File: src/rtl/ula_arbiter.sv
// Two-requester arbiter around a single ula instance; IDLE -> EXEC -> DONE per operation.
// Define ULA_ARB_RR_EN for round-robin arbitration; default is fixed priority (requester 0 wins).

module ula #(
    parameter int ULA_OP = 4,
    parameter int BITS   = 8
) (
    input  logic [BITS-1:0]   a,
    input  logic [BITS-1:0]   b,
    input  logic [ULA_OP-1:0] op,
    output logic [BITS-1:0]   y
);
    localparam logic [ULA_OP-1:0] OP_ADD = ULA_OP'(0);
    localparam logic [ULA_OP-1:0] OP_AND = ULA_OP'(1);
    localparam logic [ULA_OP-1:0] OP_OR  = ULA_OP'(2);
    localparam logic [ULA_OP-1:0] OP_XOR = ULA_OP'(3);
    localparam logic [ULA_OP-1:0] OP_NOT = ULA_OP'(4);
    localparam logic [ULA_OP-1:0] OP_SUB = ULA_OP'(5);
    localparam logic [ULA_OP-1:0] OP_SHL = ULA_OP'(6);
    localparam logic [ULA_OP-1:0] OP_SHR = ULA_OP'(7);

    // All results wrap modulo 2^BITS; there is no carry or borrow output.
    always_comb begin
        y = '0;
        case (op)
            OP_ADD:  y = a + b;
            OP_AND:  y = a & b;
            OP_OR:   y = a | b;
            OP_XOR:  y = a ^ b;
            OP_NOT:  y = ~a;
            OP_SUB:  y = a - b;
            OP_SHL:  y = {a[BITS-2:0], 1'b0};
            OP_SHR:  y = {1'b0, a[BITS-1:1]};
            default: y = '0;
        endcase
    end
endmodule

module ula_arbiter #(
    parameter int ULA_OP = 4,
    parameter int BITS   = 8
) (
    input  logic              clk_in,
    input  logic              rst_in,
    input  logic              req0_valid_in,
    output logic              req0_ready_out,
    input  logic [BITS-1:0]   req0_a_in,
    input  logic [BITS-1:0]   req0_b_in,
    input  logic [ULA_OP-1:0] req0_op_in,
    output logic              req0_resp_valid_out,
    output logic [BITS-1:0]   req0_result_out,
    input  logic              req1_valid_in,
    output logic              req1_ready_out,
    input  logic [BITS-1:0]   req1_a_in,
    input  logic [BITS-1:0]   req1_b_in,
    input  logic [ULA_OP-1:0] req1_op_in,
    output logic              req1_resp_valid_out,
    output logic [BITS-1:0]   req1_result_out,
    output logic              busy_out,
    output logic [1:0]        state_dbg_out
);
    // Handshake: a request transfers on a rising edge where valid and ready are both
    // high; ready is only offered in IDLE, and a requester holds valid and operands
    // until it sees ready.

    typedef enum logic [1:0] {
        S_IDLE = 2'd0,
        S_EXEC = 2'd1,
        S_DONE = 2'd2
    } state_t;

    state_t              state_q, state_d;
    logic                prio_q;
    logic                gid_q;
    logic                grant0, grant1, accept;
    logic [BITS-1:0]     a_q, b_q, ula_y;
    logic [ULA_OP-1:0]   op_q;
    logic [BITS-1:0]     res0_q, res1_q;
    logic                resp0_q, resp1_q;

    assign grant0 = req0_valid_in & (~req1_valid_in | (prio_q == 1'b0));
    assign grant1 = req1_valid_in & (~req0_valid_in | (prio_q == 1'b1));

    always_ff @(posedge clk_in or posedge rst_in) begin
        if (rst_in) begin
            state_q <= S_IDLE;
        end else begin
            state_q <= state_d;
        end
    end

    always_comb begin
        state_d        = state_q;
        req0_ready_out = 1'b0;
        req1_ready_out = 1'b0;
        accept         = 1'b0;
        case (state_q)
            S_IDLE: begin
                req0_ready_out = grant0;
                req1_ready_out = grant1;
                accept         = grant0 | grant1;
                if (accept) state_d = S_EXEC;
            end
            S_EXEC:  state_d = S_DONE;
            S_DONE:  state_d = S_IDLE;
            default: state_d = S_IDLE;
        endcase
    end

`ifdef ULA_ARB_RR_EN
    // The requester that lost this accept gets priority for the next conflict.
    always_ff @(posedge clk_in or posedge rst_in) begin
        if (rst_in) begin
            prio_q <= 1'b0;
        end else if (accept) begin
            prio_q <= ~grant1;
        end
    end
`else
    assign prio_q = 1'b0;
`endif

    always_ff @(posedge clk_in or posedge rst_in) begin
        if (rst_in) begin
            a_q     <= '0;
            b_q     <= '0;
            op_q    <= '0;
            gid_q   <= 1'b0;
            res0_q  <= '0;
            res1_q  <= '0;
            resp0_q <= 1'b0;
            resp1_q <= 1'b0;
        end else begin
            if (accept) begin
                gid_q <= grant1;
                a_q   <= grant1 ? req1_a_in  : req0_a_in;
                b_q   <= grant1 ? req1_b_in  : req0_b_in;
                op_q  <= grant1 ? req1_op_in : req0_op_in;
            end
            // Only the granted requester's result register moves; strobe spans DONE.
            resp0_q <= (state_q == S_EXEC) & ~gid_q;
            resp1_q <= (state_q == S_EXEC) & gid_q;
            if (state_q == S_EXEC) begin
                if (gid_q) res1_q <= ula_y;
                else       res0_q <= ula_y;
            end
        end
    end

    ula #(
        .ULA_OP(ULA_OP),
        .BITS  (BITS)
    ) u_ula (
        .a (a_q),
        .b (b_q),
        .op(op_q),
        .y (ula_y)
    );

    assign req0_resp_valid_out = resp0_q;
    assign req1_resp_valid_out = resp1_q;
    assign req0_result_out     = res0_q;
    assign req1_result_out     = res1_q;
    assign busy_out            = (state_q != S_IDLE);
    assign state_dbg_out       = state_q;
endmodule

File: config.mk
export PLATFORM = sky130hd
export DESIGN_NAME = ula_arbiter
export DESIGN_NICKNAME = d
export VERILOG_FILES = /design/src/rtl/ula_arbiter.sv
export SDC_FILE = /design/constraint.sdc
export NUM_CORES = 1
export LEC_CHECK = 0
export BUFFER_PORTS_ARGS = -buffer_cell sky130_fd_sc_hd__buf_2
export CORE_MARGIN = 8
export CORE_UTILIZATION = 45
export CTS_CLUSTER_DIAMETER = 100
export CTS_CLUSTER_SIZE = 20
export DETAILED_ROUTE_END_ITERATION = 16
export PLACE_DENSITY_LB_ADDON = 0.25
export RECOVER_POWER = 50
export SYNTH_ARGS = -nofsm -noshare
export SYNTH_HDL_FRONTEND = slang
export SYNTH_SLANG_ARGS = --single-unit
File: constraint.sdc
create_clock -name clk_in -period 7.8 [get_ports clk_in]
set_input_delay 2.34 -clock clk_in [delete_from_list [all_inputs] [get_ports clk_in]]
set_output_delay 2.34 -clock clk_in [all_outputs]
set_load 0.02 [all_outputs]
After elaboration in Yosys (flattened, before gate mapping). Cells that the tools add are included.

Reduce and logical (&&, ||, !) cells: 5. Equality and inequality tests: 9. Bitwise operators: 10. Add/subtract/negate cells: 2. Muxes and demuxes: 9.

Operators with widths (count): $pmux W8 S8 (1); $eq A4 B3 Y1 const B (4); $mux W8 (2); $add A8 B8 Y8 (1); $and A8 B8 Y8 (1); $eq A4 B2 Y1 const B (2); $not A8 Y8 (1); $or A8 B8 Y8 (1); $sub A8 B8 Y8 (1); $xor A8 B8 Y8 (1); $eq A4 B1 Y1 const B (1); $logic_not A4 Y1 (1); $mux W4 (1); $pmux W2 S2 (1); $reduce_and A2 Y1 (2); $and A1 B1 Y1 (3); $mux W1 (3); $eq A2 B1 Y1 const B (1); $logic_not A2 Y1 (1); $mux W2 (1); $ne A2 B2 Y1 const B (1); $not A1 Y1 (2); $reduce_bool A2 Y1 (1); $or A1 B1 Y1 (1).

Word-level logic and storage cells: 44. Output and inout port bits: 23. Flip-flop bits (word level): 41.

Depth between registers and ports, before layout.
Depth after elaboration: 5. Depth in mapped cells: 11.

Cells and area by module. Synthesis repeated with hierarchy kept, for this count alone.

Cell total of the unflattened synthesis: 286. Area total of the unflattened synthesis: 3110.5 sq um.

By module, submodules not included: ula_arbiter (times used 1, cells an instance 115, area an instance 1923.1 sq um); ula (times used 1, cells an instance 171, area an instance 1187.4 sq um).

Least setup slack after synthesis. Ideal clock, no wire load.

Path type: input to output. Start point: in req1_valid_in. End point: out req1_ready_out. Cell stages on the path: 2. Arrival time: 2.751 ns. Setup slack: 2.709 ns. Buffers on the path: 0. Cell sequence: nor2b_1 > and2_1.

Cells in the longest elaborated chain, start to end: 2.

RTL lines: start, declared (line 52) `input logic req1_valid_in,`; $and A1 B1 Y1 (line 82) `assign grant1 = req1_valid_in & (~req0_valid_in | (prio_q == 1'b1));`; $mux W1 (line 97) `case (state_q)`; end, declared (line 53) `output logic req1_ready_out,`.

Every way passes these cells.

Final worst setup path.
Start point: in req0_valid_in. End point: out req1_ready_out.

Cells in the longest elaborated chain, start to end: 3.

RTL lines: start, declared (line 45) `input logic req0_valid_in,`; $not A1 Y1 (line 82); $and A1 B1 Y1 (line 82); $mux W1 (line 97).

Every way passes these cells.

==> flow_summary.toml <==
[detailed_routing]
drt_iter0_drc = 148
route.detailed.drc = 0
viasPerCell = 5.39
drtPass1Iterations = 5
num_vias = 2465
route.final.wire_length_microns = 6940
wl_per_cell_microns = 15.2
drt.antenna.violating_nets = 0

[sta]
post-route-min-period_ns = 6.36
fin_skew_ns = 0.00505
fin_hold_ws_ns = 0.477
layout_setup_ws_ns = 1.44
finalSetupTns_ns = 0
finalSetupViolCount = 0
tightestPinTransition_ns = 2.12
hold_violations = 0
post-route-period-util_pct = 81.6
slew_violations = 42
rsz0062_at_grt = "false"
fmax_ghz = 0.157
max_slew_margin_pct = -41.5

[critical_path]
slowest_stage = "clkbuf_1"
worstPathRequired_ns = 5.46
r2r-start = "op_q[0]"
path_cells = "clkbuf_1 -> nor2b_2 -> clkbuf_1 -> and2_1 -> buf_2"
cp_common_cell = "clkbuf_1"
critPathArrivalTime_ns = 4.02
path_buf_inv = 3
endpoint_kind = "output pin"
cp_top_family = "buffers and inverters"
critPathMaxFanout = 21
path_class = "input port to output pin"
startpoint_type = "input port"
worst_r2r_endpoint = "req1_result_out[3]"
rr_worst_depth = 9
slowest_delay_ns = 1.01
timing.reg2reg.setup_slack_ns = 3.99

[global_route]
track_usage_pct = 15.4
grt_pass1_wl_microns = 11400
antenna_found_initial = 0
grt_pass1_vias = 2401
grt_overflow = 0
grt_max_degree = 42

[yosys]
synth-seq-area-share_pct = 35.4
syn_nets = 391
synth_largest_area_cell = "dfrtp_1"
async_flop_share_pct = 100
mappedNetlistArea_sq_um = 2900
yosys_warnings = 0
synth_edf_count = 0
syn_inst = 322
netlist.area_leader.share_pct = 35.4
ys_seq_elements = 41
synth_cell_types = 54
synth_ff_type = "dfrtp_1"
syn_avg_cell_area_sq_um = 8.99
synthTopCellsByArea = "dfrtp_1, ha_1, mux2i_1"

[hold_path]
hold_path.class = "flip-flop to flip-flop"
holdPathStages = 2
hold_start = "req1_result_out[1]"
hold_end = "req1_result_out[1]"

[floorplanning]
die_h_microns = 96.2
coreArea_sq_um = 6280
fp.dieArea_sq_um = 9260
die_w_microns = 96.2
fp-row-count = 29
start_util_pct = 46.1
pin_count = 67

[pwr]
p_int_mw = 0.846
totalPowerFinal_mw = 1.64
p_sw_mw = 0.799
seqPwrFrac_pct = 28.7
power.density_nw_per_um2 = 488
sw_frac_of_total_pct = 48.6
pwr-share-comb_pct = 60.6
p_leak_nw = 1.65
peakVddDrop_v = 0.000254
clkPwrFrac_pct = 10.7

[finish]
drive_gt1_share_pct = 22.1
diodes = 0
areaGrowthSynthToFinish_pct = 16.5
nNetsFinal = 448
final_core_utilization_pct = 53.7

[clock_network]
cts-resized-gates = 0
cts.clk_slew.worst_paths_ns = 0.07
clk_latency_ns = 0.29
cts-htree-levels = 2
clk_path_buf_depth = 2
cts_root_buffer = "clkbuf_8"
cts.sinks = 41
post_cts_buffers = 0
cts_tree = "yes"
cts_buffers = 5
cts_hold_buf = 0

[placed_design]
dp_slack_ns = 2.19
hpwl_microns = 5390
io_buffers = 66
gp_congestion = 0.873

[job]
cap_violations = 1

[status]
violations = "capacitance limit, slew limit"
status = "complete, but fails checks"
==> flip-flops by register name (all words and copies together), names as in the netlist <==
signal and flops:
req0_result_out 8, req1_resp_valid_out 1, req1_result_out 8, state_dbg_out 2, gid_q 1, op_q 4
req0_resp_valid_out 1, b_q 8, a_q 8
==> final cells by class <==
cell class                      instances  area, sq um
Timing Repair Buffer                   69          340
Multi-Input combinational cell        235         1690
Clock inverter                          1         30.0
Tap cell                               77         96.3
Inverter                               27          101
Fill cell                             600         2910
Clock buffer                            7         86.3
Sequential cell                        41         1030
==> through the flow <==
| stage | cells | cell area (sq um) |
|---|---|---|
| 4_1_cts | 457 | 3380 |
| 2_1_floorplan | 322 | 2900 |
| 5_1_grt | 457 | 3370 |
| 6_report | 457 | 3370 |
| 3_5_place_dp | 449 | 3270 |
| 3_3_place_gp | 449 | 3270 |
==> worst min-delay path: cells and delay by family (launching register included) <==
family           cells  cell delay [ns]
AO/OA/AOI/OAI        1             0.06
AND/OR/NAND/NOR      1             0.04
flip-flops           1             0.34
==> Yosys cell counts (all sizes together) (2+ instances only) <==
master  number
dfrtp       41
nand2       33
o21ai       30
inv         27
mux2i       25
ha          24
nor2        19
a21oi       14
clkbuf      13
nor2b       10
xnor2        7
buf          6
mux2         5
a31oi        4
nand3        4
o21a         4
a211oi       3
a21o         3
a41oi        3
nand2b       3
nor3         3
nor3b        3
o22ai        3
o32a         3
a211o        2
a221oi       2
and3         2
nor4         2
o211ai       2
o32ai        2
or3          2
==> kinds of logic after synthesis <==
logic type | share of synthesized area, %
and+or+nand+nor | 14.9
AOI/OAI and AO/OA | 18.5
buffers and inverters | 6.35
DFF | 35.4
muxes | 11.4
adders and majority gates | 11.1
xor gates and xnor gates | 2.42
==> worst max path at each step <==
stage	from	depth (start not counted)	to	slack [ns]
after global routing	req0_valid_in	5	req1_ready_out	1.27
after CTS	req0_valid_in	5	req1_ready_out	2.19
after global placement	req0_valid_in	5	req1_ready_out	2.23
after floorplan	req1_valid_in	2	req1_ready_out	2.71
after detailed placement	req0_valid_in	5	req1_ready_out	2.19
final	req0_valid_in	5	req1_ready_out	1.44
==> power by group through the flow <==
stage               sequential [mW]  combinational [mW]  clock, mW
finish                        0.472               0.997      0.176
global route                  0.495                1.12      0.188
CTS                           0.472               0.999      0.180
detailed placement            0.477               0.985          0
global placement              0.472               0.963          0
floorplan                     0.454               0.751          0
==> cell usage in the layout (no fill, tap or decap), types with 3 or more instances in the layout <==
cell type / instances
nor3_1: 3
a211oi_1: 3
o21a_1: 4
dfrtp_1: 41
mux2_2: 5
nor3b_1: 3
nand2b_1: 3
a31oi_1: 4
clkbuf_1: 5
nand3_1: 4
o22ai_1: 3
a21o_1: 3
a41oi_1: 3
a21oi_1: 13
ha_1: 24
nor2b_1: 8
nor2_1: 19
nand2_1: 33
inv_1: 27
o32a_1: 3
mux2i_1: 25
o21ai_0: 27
buf_2: 65
clkbuf_8: 6
xnor2_1: 7
==> layer usage <==
metal  track usage, %  up-vias  share of wire, %
li1                 -     1244                 -
met1             19.8     1134                46
met2             25.0       80                46
met3             4.13        7               7.2
met4             3.97        0              0.88
met5                0        -                 0
Power figures use the tool's default switching activity.
